`src/rtl/uart_pkg.sv`:
```
// Purpose: shared UART constants: per-code bit periods, autobaud thresholds, detector state encoding.
// Latency: n/a (declarations only).
// Backpressure: n/a.
package uart_pkg;

  // Bit periods in clocks for each 2-bit rate select (shared with the baud generator).
  localparam int RATE0_PERIOD = 301;
  localparam int RATE1_PERIOD = 601;
  localparam int RATE2_PERIOD = 1201;
  localparam int RATE3_PERIOD = 2401;

  // Default autobaud measurement parameters.
  localparam int CNT_W_DEF    = 12;
  localparam int MIN_IDLE_DEF = 16;
  localparam int T_MIN_DEF    = 200;
  localparam int T_01_DEF     = 450;
  localparam int T_12_DEF     = 900;
  localparam int T_23_DEF     = 1800;
  localparam int T_MAX_DEF    = 3600;

  typedef enum logic [2:0] {
    IDLE      = 3'd0,
    ARMED     = 3'd1,
    MEASURE   = 3'd2,
    CLASSIFY  = 3'd3,
    VERIFY    = 3'd4,
    WAIT_HIGH = 3'd5,
    LOCKED    = 3'd6
  } autobaud_state_e;

  // Bit period for a rate select, as used by the generator.
  function automatic int bit_period(input logic [1:0] code);
    case (code)
      2'd0:    bit_period = RATE0_PERIOD;
      2'd1:    bit_period = RATE1_PERIOD;
      2'd2:    bit_period = RATE2_PERIOD;
      default: bit_period = RATE3_PERIOD;
    endcase
  endfunction

endpackage

```
`src/rtl/uart_sync2.sv`:
```
// Purpose: two-flop synchroniser for an asynchronous line that idles high.
// Latency: 2 clocks from d to q.
// Backpressure: none.
module uart_sync2 (
  input  logic clock,
  input  logic reset_n,
  input  logic d,
  output logic q
);

  logic meta_q, meta_d;
  logic sync_q, sync_d;

  // Next values are a plain shift of the input through the two stages.
  always_comb begin
    meta_d = d;
    sync_d = meta_q;
  end

  // Both stages come out of reset at the line's idle level so no false edge is seen.
  always_ff @(posedge clock or negedge reset_n) begin
    if (!reset_n) begin
      meta_q <= 1'b1;
      sync_q <= 1'b1;
    end else begin
      meta_q <= meta_d;
      sync_q <= sync_d;
    end
  end

  assign q = sync_q;

endmodule

```
`src/rtl/uart_autobaud_detect.sv`:
```
// Purpose: recover the 2-bit rate select from the start-bit low time of a 0x55 sync character.
// Latency: lock/err registered the clock after classification; edge detect 3 clocks on both edges.
// Backpressure: none; arm is a single-cycle request, done/err are pulses. Option: UART_AUTOBAUD_VERIFY_EN.
module uart_autobaud_detect
  import uart_pkg::*;
#(
  parameter int CNT_W    = CNT_W_DEF,
  parameter int MIN_IDLE = MIN_IDLE_DEF,
  parameter int T_MIN    = T_MIN_DEF,
  parameter int T_01     = T_01_DEF,
  parameter int T_12     = T_12_DEF,
  parameter int T_23     = T_23_DEF,
  parameter int T_MAX    = T_MAX_DEF
) (
  input  logic       clock,
  input  logic       reset_n,
  input  logic       rxd,
  input  logic       arm,
  output logic [1:0] rate_sel,
  output logic       locked,
  output logic       done,
  output logic       err,
  output logic       busy
);

  localparam logic [CNT_W-1:0] ONE_C      = CNT_W'(1);
  localparam logic [CNT_W-1:0] MIN_IDLE_C = CNT_W'(MIN_IDLE);
  localparam logic [CNT_W-1:0] T_MIN_C    = CNT_W'(T_MIN);
  localparam logic [CNT_W-1:0] T_01_C     = CNT_W'(T_01);
  localparam logic [CNT_W-1:0] T_12_C     = CNT_W'(T_12);
  localparam logic [CNT_W-1:0] T_23_C     = CNT_W'(T_23);
  localparam logic [CNT_W-1:0] T_MAX_C    = CNT_W'(T_MAX);

  autobaud_state_e  state_q, state_d;
  logic             rxs;
  logic             rxs_dly_q, rxs_dly_d;
  logic [CNT_W-1:0] idle_cnt_q, idle_cnt_d;
  logic [CNT_W-1:0] width_q, width_d;
  logic [CNT_W-1:0] width_inc;
  logic [1:0]       rate_sel_q, rate_sel_d;
  logic             locked_q, locked_d;
  logic             done_q, done_d;
  logic             err_q, err_d;
  logic             fall, rise;
`ifdef UART_AUTOBAUD_VERIFY_EN
  logic [CNT_W-1:0] w1_q, w1_d;
  logic             ver_low_q, ver_low_d;
  logic [CNT_W-1:0] w_diff;
  logic             w_match;
`endif

  // Map a measured width to its rate code; callers have already excluded W < T_MIN and W >= T_MAX.
  function automatic logic [1:0] code_of(input logic [CNT_W-1:0] w);
    code_of = 2'd3;
    if (w < T_23_C) code_of = 2'd2;
    if (w < T_12_C) code_of = 2'd1;
    if (w < T_01_C) code_of = 2'd0;
  endfunction

  uart_sync2 u_sync (
    .clock   (clock),
    .reset_n (reset_n),
    .d       (rxd),
    .q       (rxs)
  );

  // Edges compare the synchronised line to its one-clock delayed copy; both edges see the same delay.
  assign fall      = rxs_dly_q & ~rxs;
  assign rise      = ~rxs_dly_q & rxs;
  assign width_inc = width_q + ONE_C;

`ifdef UART_AUTOBAUD_VERIFY_EN
  // Second low pulse must be within W1/8 of the start bit.
  assign w_diff  = (width_q > w1_q) ? (width_q - w1_q) : (w1_q - width_q);
  assign w_match = (w_diff <= (w1_q >> 3));
`endif

  // Next-state, counters and output pulses.
  always_comb begin
    state_d    = state_q;
    rxs_dly_d  = rxs;
    idle_cnt_d = idle_cnt_q;
    width_d    = width_q;
    rate_sel_d = rate_sel_q;
    locked_d   = locked_q;
    done_d     = 1'b0;
    err_d      = 1'b0;
`ifdef UART_AUTOBAUD_VERIFY_EN
    w1_d       = w1_q;
    ver_low_d  = ver_low_q;
`endif
    case (state_q)
      IDLE: begin
        if (arm) begin
          state_d    = ARMED;
          idle_cnt_d = '0;
        end
      end
      ARMED: begin
        // Only a falling edge preceded by enough idle-high time can start a measurement.
        if (fall && (idle_cnt_q == MIN_IDLE_C)) begin
          state_d    = MEASURE;
          width_d    = ONE_C;
          idle_cnt_d = '0;
        end else if (rxs) begin
          if (idle_cnt_q != MIN_IDLE_C) idle_cnt_d = idle_cnt_q + ONE_C;
        end else begin
          idle_cnt_d = '0;
        end
      end
      MEASURE: begin
        if (rise) begin
          state_d = CLASSIFY;
        end else begin
          width_d = width_inc;
          if (width_inc == T_MAX_C) begin
            err_d   = 1'b1;
            state_d = WAIT_HIGH;
          end
        end
      end
      CLASSIFY: begin
        if (width_q < T_MIN_C) begin
          err_d   = 1'b1;
          state_d = ARMED;
        end else begin
`ifdef UART_AUTOBAUD_VERIFY_EN
          w1_d      = width_q;
          width_d   = '0;
          ver_low_d = 1'b0;
          state_d   = VERIFY;
`else
          rate_sel_d = code_of(width_q);
          locked_d   = 1'b1;
          done_d     = 1'b1;
          state_d    = LOCKED;
`endif
        end
      end
`ifdef UART_AUTOBAUD_VERIFY_EN
      VERIFY: begin
        if (!ver_low_q) begin
          // High gap before the second low pulse; too long means this was not a sync character.
          if (fall) begin
            ver_low_d = 1'b1;
            width_d   = ONE_C;
          end else begin
            width_d = width_inc;
            if (width_inc == T_MAX_C) begin
              err_d   = 1'b1;
              state_d = ARMED;
            end
          end
        end else if (rise) begin
          if (w_match) begin
            rate_sel_d = code_of(w1_q);
            locked_d   = 1'b1;
            done_d     = 1'b1;
            state_d    = LOCKED;
          end else begin
            err_d   = 1'b1;
            state_d = ARMED;
          end
        end else begin
          width_d = width_inc;
          if (width_inc == T_MAX_C) begin
            err_d   = 1'b1;
            state_d = WAIT_HIGH;
          end
        end
      end
`endif
      WAIT_HIGH: begin
        if (rxs) begin
          state_d    = ARMED;
          idle_cnt_d = '0;
        end
      end
      LOCKED: begin
        // Re-arm drops lock but keeps the last good rate on the select path.
        if (arm) begin
          locked_d   = 1'b0;
          idle_cnt_d = '0;
          state_d    = ARMED;
        end
      end
      default: begin
        state_d = IDLE;
      end
    endcase
  end

  // State and datapath registers; reset aborts any measurement in progress.
  always_ff @(posedge clock or negedge reset_n) begin
    if (!reset_n) begin
      state_q    <= IDLE;
      rxs_dly_q  <= 1'b1;
      idle_cnt_q <= '0;
      width_q    <= '0;
      rate_sel_q <= 2'd0;
      locked_q   <= 1'b0;
      done_q     <= 1'b0;
      err_q      <= 1'b0;
    end else begin
      state_q    <= state_d;
      rxs_dly_q  <= rxs_dly_d;
      idle_cnt_q <= idle_cnt_d;
      width_q    <= width_d;
      rate_sel_q <= rate_sel_d;
      locked_q   <= locked_d;
      done_q     <= done_d;
      err_q      <= err_d;
    end
  end

`ifdef UART_AUTOBAUD_VERIFY_EN
  // Start-bit width and sub-phase of the verification pulse.
  always_ff @(posedge clock or negedge reset_n) begin
    if (!reset_n) begin
      w1_q      <= '0;
      ver_low_q <= 1'b0;
    end else begin
      w1_q      <= w1_d;
      ver_low_q <= ver_low_d;
    end
  end
`endif

  assign rate_sel = rate_sel_q;
  assign locked   = locked_q;
  assign done     = done_q;
  assign err      = err_q;
  assign busy     = (state_q != IDLE) && (state_q != LOCKED);

endmodule

```
`config.mk`:
```
export PLATFORM = sky130hd
export DESIGN_NAME = uart_autobaud_detect
export DESIGN_NICKNAME = d
export VERILOG_FILES = /design/src/rtl/uart_pkg.sv /design/src/rtl/uart_sync2.sv /design/src/rtl/uart_autobaud_detect.sv
export SDC_FILE = /design/constraint.sdc
export NUM_CORES = 1
export LEC_CHECK = 0
export CORE_UTILIZATION = 40
export DETAILED_ROUTE_END_ITERATION = 10
export PLACE_DENSITY_LB_ADDON = 0.2
export SETUP_SLACK_MARGIN = 0.15
export SYNTH_ARGS = -nofsm -noshare
export SYNTH_HDL_FRONTEND = slang
export SYNTH_SLANG_ARGS = --single-unit
```
`constraint.sdc`:
```
create_clock -name clock -period 3.7 [get_ports clock]
set_clock_uncertainty 0.05 [all_clocks]
set_input_delay 0.555 -clock clock [delete_from_list [all_inputs] [get_ports clock]]
set_output_delay 0.555 -clock clock [all_outputs]
set_load 0.005 [all_outputs]
```
==> Yosys cells after proc, flatten, opt, wreduce, memory -nomap -nowiden <==
Index checks and enable logic that the tools add are counted.
{ "op_classes": {"n_eq_ne": 17, "n_reduce_logical": 13, "addsub": 2, "n_bitwise": 5, "magnitude_cmp": 4, "mux": 28} }
{ "op_table": {"columns": ["operator", "n"], "rows": [
  ["$mux W12", 7],
  ["$pmux W12 S3", 1],
  ["$add A12 B1 Y12 const B", 2],
  ["$pmux W12 S2", 1],
  ["$mux W3", 6],
  ["$pmux W3 S5", 1],
  ["$eq A12 B12 Y1 const B", 1],
  ["$eq A12 B5 Y1 const B", 1],
  ["$lt A12 B10 Y1 const B", 1],
  ["$lt A12 B11 Y1 const B", 1],
  ["$lt A12 B8 Y1 const B", 1],
  ["$lt A12 B9 Y1 const B", 1],
  ["$ne A12 B5 Y1 const B", 1],
  ["$mux W1", 8],
  ["$ne A2 B2 Y1 const B", 4],
  ["$reduce_and A4 Y1", 2],
  ["$eq A3 B2 Y1 const B", 2],
  ["$eq A3 B3 Y1 const B", 2],
  ["$ne A3 B3 Y1 const B", 2],
  ["$reduce_and A3 Y1", 2],
  ["$reduce_bool A3 Y1", 2],
  ["$mux W2", 2],
  ["$ne A2 B1 Y1 const B", 2],
  ["$ne A4 B4 Y1 const B", 1],
  ["9 further kinds", 15]
]} }
{ "word_totals": {"regBits": 35, "output_inout_bits": 6, "word_cells": 79} }

==> Depth between registers and ports, before layout <==
{ "logic_depth": {"word_depth": 5, "ltp_mapped": 9, "ltp_nobuf": 8} }

==> By module <==
A second synthesis with hierarchy kept.
{ "unflattened": {"hier_cells": 262, "hier_area_um2": 2232.1} }
{ "by_module_without_submodules": {"columns": ["mod", "cells_per_inst", "n_inst", "area_each_um2"], "rows": [
  ["uart_autobaud_detect", 260, 1, 2179.6],
  ["uart_sync2", 2, 1, 52.6]
]} }

==> Worst setup path before layout <==
Ideal clock, no wire load.
{ "synth_timing": {"path_kind": "reg2reg", "from": "register width_q[7]", "to": "register state_q[1]", "synth_period_minus_slack_ns": 2.081, "setup_slack_ns": 1.619, "t_arrival_ns": 1.965, "path_buffers": 1, "setup_ns": 0.066, "path_stages_with_launch": 8, "cell_sequence": "dfrtp_1 -> buf_2 -> nand2_1 -> or3_4 -> and3_1 -> or4_4 -> a31oi_4 -> o31a_1"} }
{ "synth_between": {"elab_chain_len": 4} }
{ "synth_rtl": {"columns": ["item", "line_no", "source"], "rows": [
  ["from (decl)", "uart_autobaud_detect.sv:38", "logic [CNT_W-1:0] width_q, width_d;"],
  ["from (signal assigned)", "uart_autobaud_detect.sv:208", "width_q <= width_d;"],
  ["$add A12 B1 Y12", "uart_autobaud_detect.sv:70", "assign width_inc = width_q + ONE_C;"],
  ["$eq A12 B12 Y1", "uart_autobaud_detect.sv:116", "if (width_inc == T_MAX_C) begin"],
  ["$ne A3 B3 Y1 (no source line)", null, null],
  ["$reduce_and A4 Y1 (no source line)", null, null],
  ["to (signal assigned)", "uart_autobaud_detect.sv:205", "state_q <= state_d;"],
  ["to (decl)", "uart_autobaud_detect.sv:34", "autobaud_state_e state_q, state_d;"]
]} }
Several ways; a longest one is shown, not always the timed one.
A chain may end at the register's enable or synchronous reset.

==> Worst setup path after layout <==
{ "layout_timing": {"from": "register idle_cnt_q[0]", "to": "register idle_cnt_q[5]"} }
{ "layout_between": {"elab_chain_len": 5} }
{ "layout_rtl": {"columns": ["item", "line_no", "source"], "rows": [
  ["from (decl)", "uart_autobaud_detect.sv:37", "logic [CNT_W-1:0] idle_cnt_q, idle_cnt_d;"],
  ["from (signal assigned)", "uart_autobaud_detect.sv:207", "idle_cnt_q <= idle_cnt_d;"],
  ["$add A12 B1 Y12", "uart_autobaud_detect.sv:106", "if (idle_cnt_q != MIN_IDLE_C) idle_cnt_d = idle_cnt_q + ONE_C;"],
  ["$mux W12", "uart_autobaud_detect.sv:106", null],
  ["$mux W12", "uart_autobaud_detect.sv:105", "end else if (rxs) begin"],
  ["$mux W12", "uart_autobaud_detect.sv:101", "if (fall && (idle_cnt_q == MIN_IDLE_C)) begin"],
  ["$pmux W12 S3", "uart_autobaud_detect.sv:92", "case (state_q)"]
]} }
Several ways; a longest one is shown, not always the timed one. The select of a mux whose other input is x is not followed.

==> results.tsv <==
stage	metric	value	unit
run_status	status	finished clean	
yosys	Synth Net Count	279	
grt	initial antenna violation count	0	
flow_run	max-cap violations	0	
setup_path	type of the worst setup path	flop to flop	
timing	endpoints failing setup	0	
setup_path	CP Cell Sequence	inv_1, ha_1, nor4b_1, nand4_1, a21boi_0, a21oi_1, o21ai_0, o21ai_0	
floorplanning	die width	75.9	um
final_layout	Layout area overhead	7.96	%
place	DP HPWL	3260	um
yosys	post-synthesis register bit count	35	
power_and_ir_drop	peak supply drop	229	uV
yosys	complex-gate fraction of the synthesized area	22.5	%
grt	routing usage on met1	24.5	%
place	Placed Instances	330	
floorplanning	Die H	75.9	um
final_layout	diodes inserted	0	
place	Port Buffer Count	9	
timing	Relative slew margins	38.7	%
place	Placed Area	2280	um2
cts	TritonCTS clock tree	built	
final_layout	layout cells sized above 1	5.97	%
power_and_ir_drop	Leak	0.990	nW
setup_path	CP max stage delay	0.76	ns
cts	H-tree depth	2	
routing	1st-pass router iterations	5	
cts	clk sink count	35	
floorplanning	# rows	26	
yosys	mux contribution to synthesized area	0.458	%
worst_hold_path	Hold Crit Class	input port to asynchronous set/reset pin	
routing	# DRC	0	
routing	vias post-DR	1940	
timing	slew at the pin closest to its max-slew limit	0.919	ns
yosys	Mapped Avg Cell Area	8.06	um2
final_layout	fin nets	275	
cts	Longest Clk Path Bufs	2	
yosys	Synth Area in Adders	2.29	%
grt	GRT Total Usage	17.8	%
yosys	Seq/Total Area, Yosys	40.3	%
grt	remaining global-route overflow	0	
routing	Vias/cell	5.74	
yosys	Syn Std Cell Area	2180	um2
cts	Worst-path clk slew	0.07	ns
final_layout	Finished Core Util	45.6	%
yosys	Synth Area in XOR/XNOR	0.802	%
grt	largest net degree at the start of global routing	36	
timing	ratio of final minimum period to clock period	69.2	%
floorplanning	IO Count	10	
routing	1st-iter DRT viols	193	
cts	post-cts sizing count	0	
timing	Fin Setup TNS	0	ns
floorplanning	Die Area	5760	um2
timing	Final Hold Viols	0	
yosys	Synth Warn #	0	
setup_path	CP required	3.85	ns
cts	Setup Fix Bufs, Post-CTS	0	
yosys	Mapped Cells	271	
timing	fin crit period	2.56	ns
final_layout	post-route design area	2360	um2
final_layout	fin cells	338	
cts	Worst-Skew Late Latency	0.29	ns
power_and_ir_drop	Power per Cell Area	516	nW/um2
floorplanning	core region area	5170	um2
setup_path	CP max-delay cell	a21oi_1	
place	routability-driven placement congestion ratio	0.843	
routing	drt total wl	4800	um
timing	final max-slew violation count	0	
setup_path	Crit Path Max Fanout	14	
setup_path	startpoint types	flop	
routing	antenna-violating nets left	0	
grt	met3 usage	3.61	%
setup_path	Arr. time, crit path	2.71	ns
cts	Num CTS Buffers	5	
grt	first-pass GRT wire length	8300	um
yosys	library cells used by synthesis	45	
timing	fmax	0.391	GHz
grt	vias in the first global route	1739	
grt	GR Layer Usage met2	28.6	%
setup_path	most used cell, CP	o21ai_0	
grt	GRT busiest layer	met2	
floorplanning	Initial Util	42.2	%
setup_path	crit end category	flop	
cts	CTS Root Cell	clkbuf_8	
cts	CTS Hold Bufs	0	
yosys	Post-Synth Simple-Gate Area	29.0	%
routing	routed len/inst	14.2	um
timing	RSZ-0062 raised after global routing	false	
yosys	main combinational cell family by area after synthesis	simple AND/OR/NAND/NOR gates	
-- flip-flops by register name (all words and copies together) (netlist names) --
| name | count |
|---|---|
| idle_cnt_q | 12 |
| rxs_dly_q | 1 |
| rate_sel | 2 |
| u_sync.meta_q | 1 |
| done | 1 |
| u_sync.q | 1 |
| locked | 1 |
| err | 1 |
| state_q | 3 |
| width_q | 12 |
-- critical path, delay by kind of cell, from the launching register on --
kind	cells	cell delay [ns]
buf+inv	1	0.07
fa+ha+maj	1	0.13
compound gates	4	1.25
flops	1	0.41
simple gates	2	0.56
-- final cells by class --
cell class | count | area, um2
fill | 507 | 2810
multi-input combinational | 210 | 1200
sequential | 35 | 880
tap | 70 | 87.6
timing repair buffer | 9 | 85.1
clock buffer | 7 | 76.3
inverter | 6 | 22.5
clock inverter | 1 | 5.00
-- synthesized netlist by cell type, drive strengths merged --
cell type,number,area share [%]
o21ai,44,10
dfrtp,32,37
nand2,30,5.2
nor2,21,3.6
clkbuf,15,2.6
a21oi,13,3.0
and3,10,2.9
nand4,10,3.1
nand3,9,2.1
nor3,9,2.1
nand2b,7,2.0
a31oi,6,2.4
inv,6,1.0
nor2b,6,1.7
o31ai,6,2.1
buf,5,1.1
or3,5,1.7
ha,4,2.3
nor4,4,1.4
o22ai,4,1.1
and2,3,0.86
dfstp,3,3.6
a22o,2,0.80
nor3b,2,0.69
nor4b,2,0.80
a211o,1,0.40
a211oi,1,0.34
a21boi,1,0.34
a32o,1,0.46
and4,1,0.40
mux2i,1,0.46
o211ai,1,0.34
o21a,1,0.34
o31a,1,0.40
o41ai,1,0.40
or4,1,0.52
xnor2,1,0.40
xor2,1,0.40
-- routing by layer --
metal	routed length (um)	vias up	share of wire [%]
met1	2340	921	49
li1	-	972	-
met3	180	7	3.7
met4	51	0	1.1
met5	0	-	0
met2	2230	40	47
-- metrics by stage --
step                      hold slack [ns]  setup WS [ns]  power [mW]
final                               0.292           1.14        1.22
after global routing                0.319          0.822        1.32
after CTS                           0.315           1.16        1.23
after detailed placement            0.299           1.16       0.955
after global placement              0.304           1.25       0.958
after floorplan                     0.209           1.62       0.844
-- power by group --
part | leakage (nW) | internal, mW | switching [mW]
registers | 0.461 | 0.430 | 0.0929
logic | 0.487 | 0.170 | 0.258
clock network | 0.0422 | 0.132 | 0.136
-- cell families after synthesis --
family                     after synthesis
buffers and inverters                   26
xor gates and xnor gates                 2
muxes                                    1
DFF                                     35
AOI/OAI and AO/OA                       83
and+or+nand+nor                        120
adders and majority gates                4
-- cell usage in the layout, fill, tap and decap left out, types with 3 or more instances in the layout --
master and count:
nand3_1 9, a31oi_1 5, nand4_1 9, dfstp_2 3, ha_1 4, o21ai_0 43, clkdlybuf4s50_1 8, dfrtp_1 32
nor4_1 3, inv_1 5, and3_1 10, nor2_1 21, or3_1 4, nand2_1 30, o22ai_1 4, o31ai_1 6
a21oi_1 13, nor3_1 9, nor2b_1 6, clkbuf_8 5, and2_1 3, nand2b_1 7
-- final timing paths --
kind	startpoint	endpoint	slack [ns]	cells after the start
setup / recovery	idle_cnt_q[0]	idle_cnt_q[5]	1.14	8
hold / removal	reset_n	idle_cnt_q[9]	0.29	1
setup reg to reg	idle_cnt_q[0]	idle_cnt_q[5]	1.14	8
hold reg to reg	u_sync.meta_q	u_sync.q	0.31	0
max in group asynchronous	reset_n	err	2.81	1
min in group clock	u_sync.meta_q	u_sync.q	0.31	0
(Power assumes the default switching activity.)
